### src/rtl/vec_stream_reader.sv
// Drains result lines from dmem port B and streams them out as 16-bit lane words.
// Optional STREAM_LAST_EN adds out_last, which marks the final word of a transfer.
module vec_stream_reader #(
  parameter int LINE_W = 256,
  parameter int WORD_W = 16,
  parameter int ADDR_W = 32,
  parameter int LINE_B = 32
) (
  input  logic              clk,
  input  logic              reset,
  input  logic              start,
  input  logic [ADDR_W-1:0] base_addr,
  input  logic [15:0]       num_lines,
  output logic [ADDR_W-1:0] mem_addr,
  input  logic [LINE_W-1:0] mem_rdata,
  output logic [WORD_W-1:0] out_data,
  output logic              out_valid,
  input  logic              out_ready,
`ifdef STREAM_LAST_EN
  output logic              out_last,
`endif
  output logic              busy,
  output logic              done
);

  localparam int LANES  = LINE_W / WORD_W;
  localparam int LANE_W = $clog2(LANES);

  typedef enum logic [2:0] {
    S_IDLE,
    S_REQ,
    S_WAIT,
    S_SHIFT,
    S_DONE
  } state_t;

  state_t                        r_state;
  state_t                        w_next_state;
  logic [ADDR_W-1:0]             r_line_addr;
  logic [ADDR_W-1:0]             r_mem_addr;
  logic [15:0]                   r_lines_left;
  logic [LANE_W-1:0]             r_lane;
  logic [LANES-1:0][WORD_W-1:0]  r_line;

  logic                          w_hs;
  logic                          w_last_lane;
  logic                          w_last_line;
  logic [ADDR_W-1:0]             w_next_addr;
  logic [ADDR_W-1:0]             w_req_addr;

  assign w_hs        = (r_state == S_SHIFT) && out_ready;
  assign w_last_lane = (r_lane == LANE_W'(LANES - 1));
  assign w_last_line = (r_lines_left == 16'd1);
  assign w_next_addr = r_line_addr + ADDR_W'(LINE_B);
  // The first request comes straight from the start inputs; later ones from the stride.
  assign w_req_addr  = (r_state == S_IDLE) ? base_addr : w_next_addr;

  always_ff @(posedge clk) begin
    if (reset) begin
      r_state <= S_IDLE;
    end else begin
      r_state <= w_next_state;
    end
  end

  always_comb begin
    w_next_state = r_state;
    case (r_state)
      S_IDLE: begin
        if (start) begin
          w_next_state = (num_lines == 16'd0) ? S_DONE : S_REQ;
        end
      end
      S_REQ:   w_next_state = S_WAIT;
      S_WAIT:  w_next_state = S_SHIFT;
      S_SHIFT: begin
        if (w_hs && w_last_lane) begin
          w_next_state = w_last_line ? S_DONE : S_REQ;
        end
      end
      S_DONE:  w_next_state = S_IDLE;
      default: w_next_state = S_IDLE;
    endcase
  end

  always_ff @(posedge clk) begin
    if (reset) begin
      r_line_addr  <= '0;
      r_mem_addr   <= '0;
      r_lines_left <= '0;
      r_lane       <= '0;
      r_line       <= '0;
    end else begin
      if (w_next_state == S_REQ) begin
        r_mem_addr <= w_req_addr;
      end
      case (r_state)
        S_IDLE: begin
          if (start) begin
            r_line_addr  <= base_addr;
            r_lines_left <= num_lines;
          end
        end
        S_WAIT: begin
          r_line <= mem_rdata;
          r_lane <= '0;
        end
        S_SHIFT: begin
          if (w_hs) begin
            r_lane <= r_lane + 1'b1;
            if (w_last_lane) begin
              r_line_addr  <= w_next_addr;
              r_lines_left <= r_lines_left - 16'd1;
            end
          end
        end
        default: ;
      endcase
    end
  end

  assign mem_addr  = r_mem_addr;
  assign out_valid = (r_state == S_SHIFT);
  assign out_data  = out_valid ? r_line[r_lane] : '0;
  assign busy      = (r_state != S_IDLE);
  assign done      = (r_state == S_DONE);
`ifdef STREAM_LAST_EN
  assign out_last  = out_valid && w_last_lane && w_last_line;
`endif

endmodule
### config.mk
export PLATFORM = sky130hd
export DESIGN_NAME = vec_stream_reader
export DESIGN_NICKNAME = d
export VERILOG_FILES = /design/src/rtl/vec_stream_reader.sv
export SDC_FILE = /design/constraint.sdc
export NUM_CORES = 1
export LEC_CHECK = 0
export BUFFER_PORTS_ARGS = -buffer_cell sky130_fd_sc_hd__buf_2
export CAP_MARGIN = 5
export CORE_MARGIN = 8
export CORE_UTILIZATION = 48
export CTS_CLUSTER_SIZE = 20
export DETAILED_ROUTE_END_ITERATION = 16
export GPL_ROUTABILITY_DRIVEN = 0
export PLACE_DENSITY = 0.72
export SETUP_SLACK_MARGIN = 0.3
export SLEW_MARGIN = 20
export SYNTH_ARGS = -nofsm -noshare
export SYNTH_HDL_FRONTEND = slang
export SYNTH_SLANG_ARGS = --single-unit
### constraint.sdc
create_clock -name clk -period 3.25 [get_ports clk]
set_input_delay 0 -clock clk [delete_from_list [all_inputs] [get_ports clk]]
set_output_delay 0 -clock clk [all_outputs]
set_load 0.005 [all_outputs]
== Yosys cells after proc, flatten, opt, wreduce, memory -nomap -nowiden ==
Cells that the tools add are included.

* Input port bits: 308
* Logic and storage cells: 63
* Register bits: 343
* Output and inout bits: 51

* Mux-type cells: 19
* Add/sub/neg operators: 3
* Reductions and logical operators: 9
* Equal/unequal tests: 10
* $lt $le $gt $ge: 1

{| class="wikitable"
|+ Operators with widths
! cell !! count
|-
| $mux 32 || 4
|-
| $mux 16 || 5
|-
| $bmux 16 s4 || 1
|-
| $pmux 32 s2 || 1
|-
| $add 32x6->32 const B || 1
|-
| $pmux 16 s2 || 1
|-
| $eq 16x1->1 const B || 1
|-
| $logic_not 16->1 || 1
|-
| $sub 16x1->16 const B || 1
|-
| $mux 3 || 4
|-
| $pmux 3 s4 || 1
|-
| $pmux 4 s2 || 1
|-
| $eq 3x1->1 const B || 2
|-
| $eq 3x2->1 const B || 2
|-
| $lt 4x5->1 const B || 1
|-
| $add 4x1->4 const B || 1
|-
| $eq 4x4->1 const B || 1
|-
| $mux 4 || 1
|-
| $ne 2x1->1 const B || 2
|-
| $reduce_and 4->1 || 1
|-
| $reduce_bool 2->1 || 2
|-
| $eq 3x3->1 const B || 1
|-
| $logic_not 3->1 || 1
|-
| $reduce_bool 3->1 || 1
|-
| other kinds (3) || 4
|}

== Logic depth before layout (Yosys ltp) ==
* Depth in word-level cells: 6
* Mapped depth: 9
* Gate-level depth less buffers: 7

== Worst setup path after synthesis ==
OpenSTA, ideal clock, no wires.

* Path type: register to register
* Start: reg r_lines_left[1]
* End: reg r_mem_addr[8], in the netlist mem_addr[8]
* Stages on the path, launching flop included: 10
* Data arrival time: 2.149 ns
* Slack: 0.969 ns
* Buffers on the path: 2
* Clock period less this slack: 2.281 ns
* Cell sequence: dfxtp_1 -> inv_1 -> ha_1 -> or4b_2 -> or4_4 -> a22o_1 -> buf_6 -> buf_6 -> o211ai_1 -> a21oi_1

* Word-level cells in the longest chain between the ends: 5

{| class="wikitable"
|+ Ends and longest elaborated chain
! element !! RTL line !! RTL
|-
| from (decl) || 41 || <nowiki>logic [15:0] r_lines_left;</nowiki>
|-
| from (signal assigned) || 101 || <nowiki>r_lines_left <= num_lines;</nowiki>
|-
| from (signal assigned) || 113 || <nowiki>r_lines_left <= r_lines_left - 16'd1;</nowiki>
|-
| $eq 16x1->1 || 53 || <nowiki>assign w_last_line = (r_lines_left == 16'd1);</nowiki>
|-
| $mux 3 || 78 || <nowiki>w_next_state = w_last_line ? S_DONE : S_REQ;</nowiki>
|-
| $mux 3 || 77 || <nowiki>if (w_hs && w_last_lane) begin</nowiki>
|-
| $pmux 3 s4 || 68 || <nowiki>case (r_state)</nowiki>
|-
| $eq 3x1->1 || 94 || <nowiki>if (w_next_state == S_REQ) begin</nowiki>
|-
| to (signal assigned) || 95 || <nowiki>r_mem_addr <= w_req_addr;</nowiki>
|-
| to (decl) || 40 || <nowiki>logic [ADDR_W-1:0] r_mem_addr;</nowiki>
|}

Every way passes these cells.
A chain may end at the register's enable or synchronous reset.

== Final worst setup path ==
* Start: reg r_lane[1]
* End: out out_data[13]

* Word-level cells in the longest chain between the ends: 3

{| class="wikitable"
|+ Ends and longest elaborated chain
! element !! RTL line !! RTL
|-
| from (decl) || 42 || <nowiki>logic [LANE_W-1:0] r_lane;</nowiki>
|-
| from (signal assigned) || 110 || <nowiki>r_lane <= r_lane + 1'b1;</nowiki>
|-
| $bmux 16 s4 || 124 || <nowiki>assign out_data = out_valid ? r_line[r_lane] : '0;</nowiki>
|-
| $mux 16 (not written as such) || 124 ||
|-
| $mux 16 || 124 ||
|-
| to (decl) || 16 || <nowiki>output logic [WORD_W-1:0] out_data,</nowiki>
|}

Every way passes these cells. The select of a mux whose other input is x is not followed.

==> results.md <==
* Library cells used by synthesis at roughly 60
* Fin crit share at between 80% and 90%
* Buffers on Ports at about 360
* Total power at approximately 0.011 W
* Internal power at approximately 0.0079 W
* Largest family of logic cells by synthesized area: simple AND/OR/NAND/NOR gates
* Yosys warning total at 0
* Initial core utilization at between 40% and 50%
* Post-DP HPWL at approximately 37000 µm
* Most used DFF post-synth: dfxtp_1
* Number of synthesized flops with an enable pin at 0
* NetSw at roughly 0.0030 W
* HP Class: in2reg
* Max Cap Violations at 0
* Ys async rst share at 0%
* Worst Setup End Kind: output pin
* DIE AREA at 38700 µm²
* Initial DRC count at 1669
* Die Ht at 197 µm
* Max Slew Vio Count at 0
* #FFs+latches synth at ~340
* Share of layout cells above drive strength 1 at about 22%
* Vias in the first global route at 17300
* Post-DR vias/cell at 5.80
* Setup CP Type: reg2out
* Fin crit period at around 2.9 ns
* Slew headroom at 35.1%
* Synth Area in Simple Gates at 21.3%
* Aggregate global routing overflow at 0
* Clock sinks at approximately 340
* Final hold vios at 0
* DP Worst Slack at between 0.6 and 0.7 ns
* First-pass GRT wire length at 95700 µm
* DRC at 0
* Cell area after layout at 22300 µm²
* Post-Synth XOR/XNOR Area at 0.894%
* Initial antenna violation count at 11
* Area of the core at 32400 µm²
* Fin nets at 2790
* Status: completed
* Worst-margin pin slew at 0.973 ns
* Syn Inst Count at 1890
* Final setup viols at 0
* Register area share after synthesis at 43.8%
* Clk_lat worst skew at between 0.5 and 0.6 ns
* Clk slew on worst S/H paths at 0.07 ns
* Tot GR Track Use at 31.1%
* DR vias at 17100
* Worst Setup Slack, final at 0.396 ns
* WL final at 62700 µm
* Initial DRT Pass Iterations at 6
* Combinational share of power at 17.2%
* Average size of a mapped cell at 8.30 µm²
* CP Data Required Time at 3.25 ns
* DR WL/cell at 21.2 µm
* RSZ-0062 raised after global routing: true
* Synth Area in Adders at 0.319%
* CTS H-tree lvls at 2
* Switching Share at 27.4%
* Clock share of power at 39.7%
* Die span in x at 197 µm
* CTS Root Cell: clkbuf_16
* Sequential group share of total power at a little over two fifths
* Largest net degree at the start of global routing at 197
* Mapped cell area at 15700 µm²
* CTS tree: built
* Site Rows at 66
* Layout area overhead at 42.3%
* Cts bufs inserted at 37
* IO Count at approximately 360
* Area after DPL at 17700 µm²
* CP Launch Type: flip-flop
* Crit Path Max Fanout at 40
* Peak VDD IR at 0.297 mV
* F_max at between 300 and 400 MHz
* Layout Skew at 0.0128 ns
* Compound-cell area share of the yosys netlist at 17.6%
* CTS max path bufs at 3
* Multiplexer share of the synthesized area at 11.6%
* Antenna-violating nets left at 0
* P_leak at about 8.6 nW
* Worst Path Arrival at 2.85 ns
* Setup TNS at 0 ns
* Syn Nets at about 2200
* Pwr Density at 488 nW/µm²
[power groups by stage]
stage	Combinational (W)	Sequential, W	Clock [W]
global placement	0.00145	0.00476	0
finish	0.00187	0.00470	0.00432
global route	0.00202	0.00472	0.00452
CTS	0.00179	0.00468	0.00434
detailed placement	0.00147	0.00477	0
floorplan	0.000963	0.00469	0
[area by class of cell]
cell class	instances	area, µm²
Fill cell	2433	10100
Multi-Input combinational cell	1371	8130
Sequential cell	343	6870
Timing Repair Buffer	718	5470
Clock buffer	52	1100
Tap cell	442	553
Clock inverter	15	136
Inverter	7	26.3
Antenna cell	8	20.0
[cell usage after synthesis (7+ instances only)]
| library cell | number | area share (%) |
|---|---|---|
| a21oi_1 | 308 | 9.8 |
| nor3_1 | 22 | 0.70 |
| o21ai_0 | 46 | 1.5 |
| o211ai_1 | 8 | 0.38 |
| a211o_1 | 10 | 0.56 |
| buf_1 | 15 | 0.36 |
| o31ai_1 | 16 | 0.77 |
| nand3_1 | 27 | 0.86 |
| mux4_2 | 80 | 11 |
| a22oi_1 | 7 | 0.34 |
| and2_1 | 21 | 0.84 |
| a32o_1 | 7 | 0.45 |
| a22o_1 | 8 | 0.45 |
| nand2_1 | 597 | 14 |
| nor4_1 | 16 | 0.64 |
| or3_1 | 11 | 0.44 |
| nand4_1 | 12 | 0.48 |
| a2bb2oi_1 | 7 | 0.39 |
| clkbuf_1 | 143 | 3.4 |
| xnor2_1 | 13 | 0.73 |
| a211oi_1 | 7 | 0.34 |
| nor2_1 | 64 | 1.5 |
| dfxtp_1 | 343 | 44 |
[critical path, cell delays in order, from the launching register on]
cell	delay [ns]
dfxtp_4	0.47
buf_4	0.53
mux4_2	0.45
mux4_2	0.49
and2_1	0.24
buf_2	0.15
[through the flow]
step	utilization [%]	hold WS, ns	instances
2_1_floorplan	-	0.136	1890
3_3_place_gp	54.6	0.242	2545
3_5_place_dp	54.6	0.246	2545
4_1_cts	68.8	0.242	2947
5_1_grt	68.9	0.278	2956
6_report	68.9	0.272	2956
[flip-flops by register name, indices dropped and copies added, names as in the netlist]
name,cells
r_line,256
mem_addr,32
r_line_addr,32
r_lines_left,16
r_lane,4
r_state,3
[cell families (layout without fill, tap and decap cells)]
| kind of cell | count (synthesis) | in the layout |
|---|---|---|
| buffers and inverters | 176 | 792 |
| AO/OA/AOI/OAI | 469 | 469 |
| adder cells (fa/ha/maj) | 4 | 4 |
| multiplexers | 81 | 81 |
| XOR/XNOR | 16 | 16 |
| flip-flops | 343 | 343 |
| AND/OR/NAND/NOR | 801 | 801 |
| other | 0 | 8 |
[repair_timing]
| item | in CTS | in global routing |
|---|---|---|
| hold endpoints to repair | 337 | 0 |
| setup endpoints to repair | 0 | 16 |
| hold buffers | 335 | 0 |
| gates resized for setup | 0 | 2 |
| buffers inserted | 0 | 0 |
[final timing paths]
check | start | endpoint | slack (ns) | cells after the start
setup / recovery | r_lane[1]$_SDFFE_PP0P_ | out_data[13] | 0.40 | 5
hold / removal | mem_rdata[34] | r_line[34]$_SDFFE_PP0P_ | 0.27 | 4
setup reg to reg | r_state[2]$_SDFF_PP0_ | r_line_addr[9]$_SDFFE_PP0P_ | 0.53 | 6
hold reg to reg | mem_addr[12]$_SDFFE_PP0N_ | mem_addr[12]$_SDFFE_PP0N_ | 0.45 | 2
[routing by layer]
layer	vias to the layer above	routed length [µm]	global-route usage [%]
li1	7764	-	-
met1	8071	23400	37.1
met2	1012	28800	50.0
met3	289	6180	7.91
met4	4	4180	19.3
met5	-	25	0
[cell usage in the layout (no fill, tap or decap), types with 6 or more instances in the layout]
cell,n
a31o_2,6
nand2_1,596
o21ai_0,46
a2bb2oi_1,7
diode_2,8
a211o_1,10
buf_2,357
o31ai_1,15
dlygate4sd3_1,335
and2_1,20
a22o_1,8
nand3_1,27
buf_12,7
mux4_2,80
a21oi_1,308
dfxtp_1,341
a21o_1,6
nor2_1,64
or3_1,11
a211oi_1,7
a32o_1,7
o211ai_1,8
nor4_1,16
clkinv_2,6
nand4_1,12
a311oi_2,6
nor3_1,22
clkbuf_16,40
a22oi_1,7
xnor2_1,13
clkbuf_8,8
buf_4,15
Note: power is estimated with default switching activity, not from simulation.
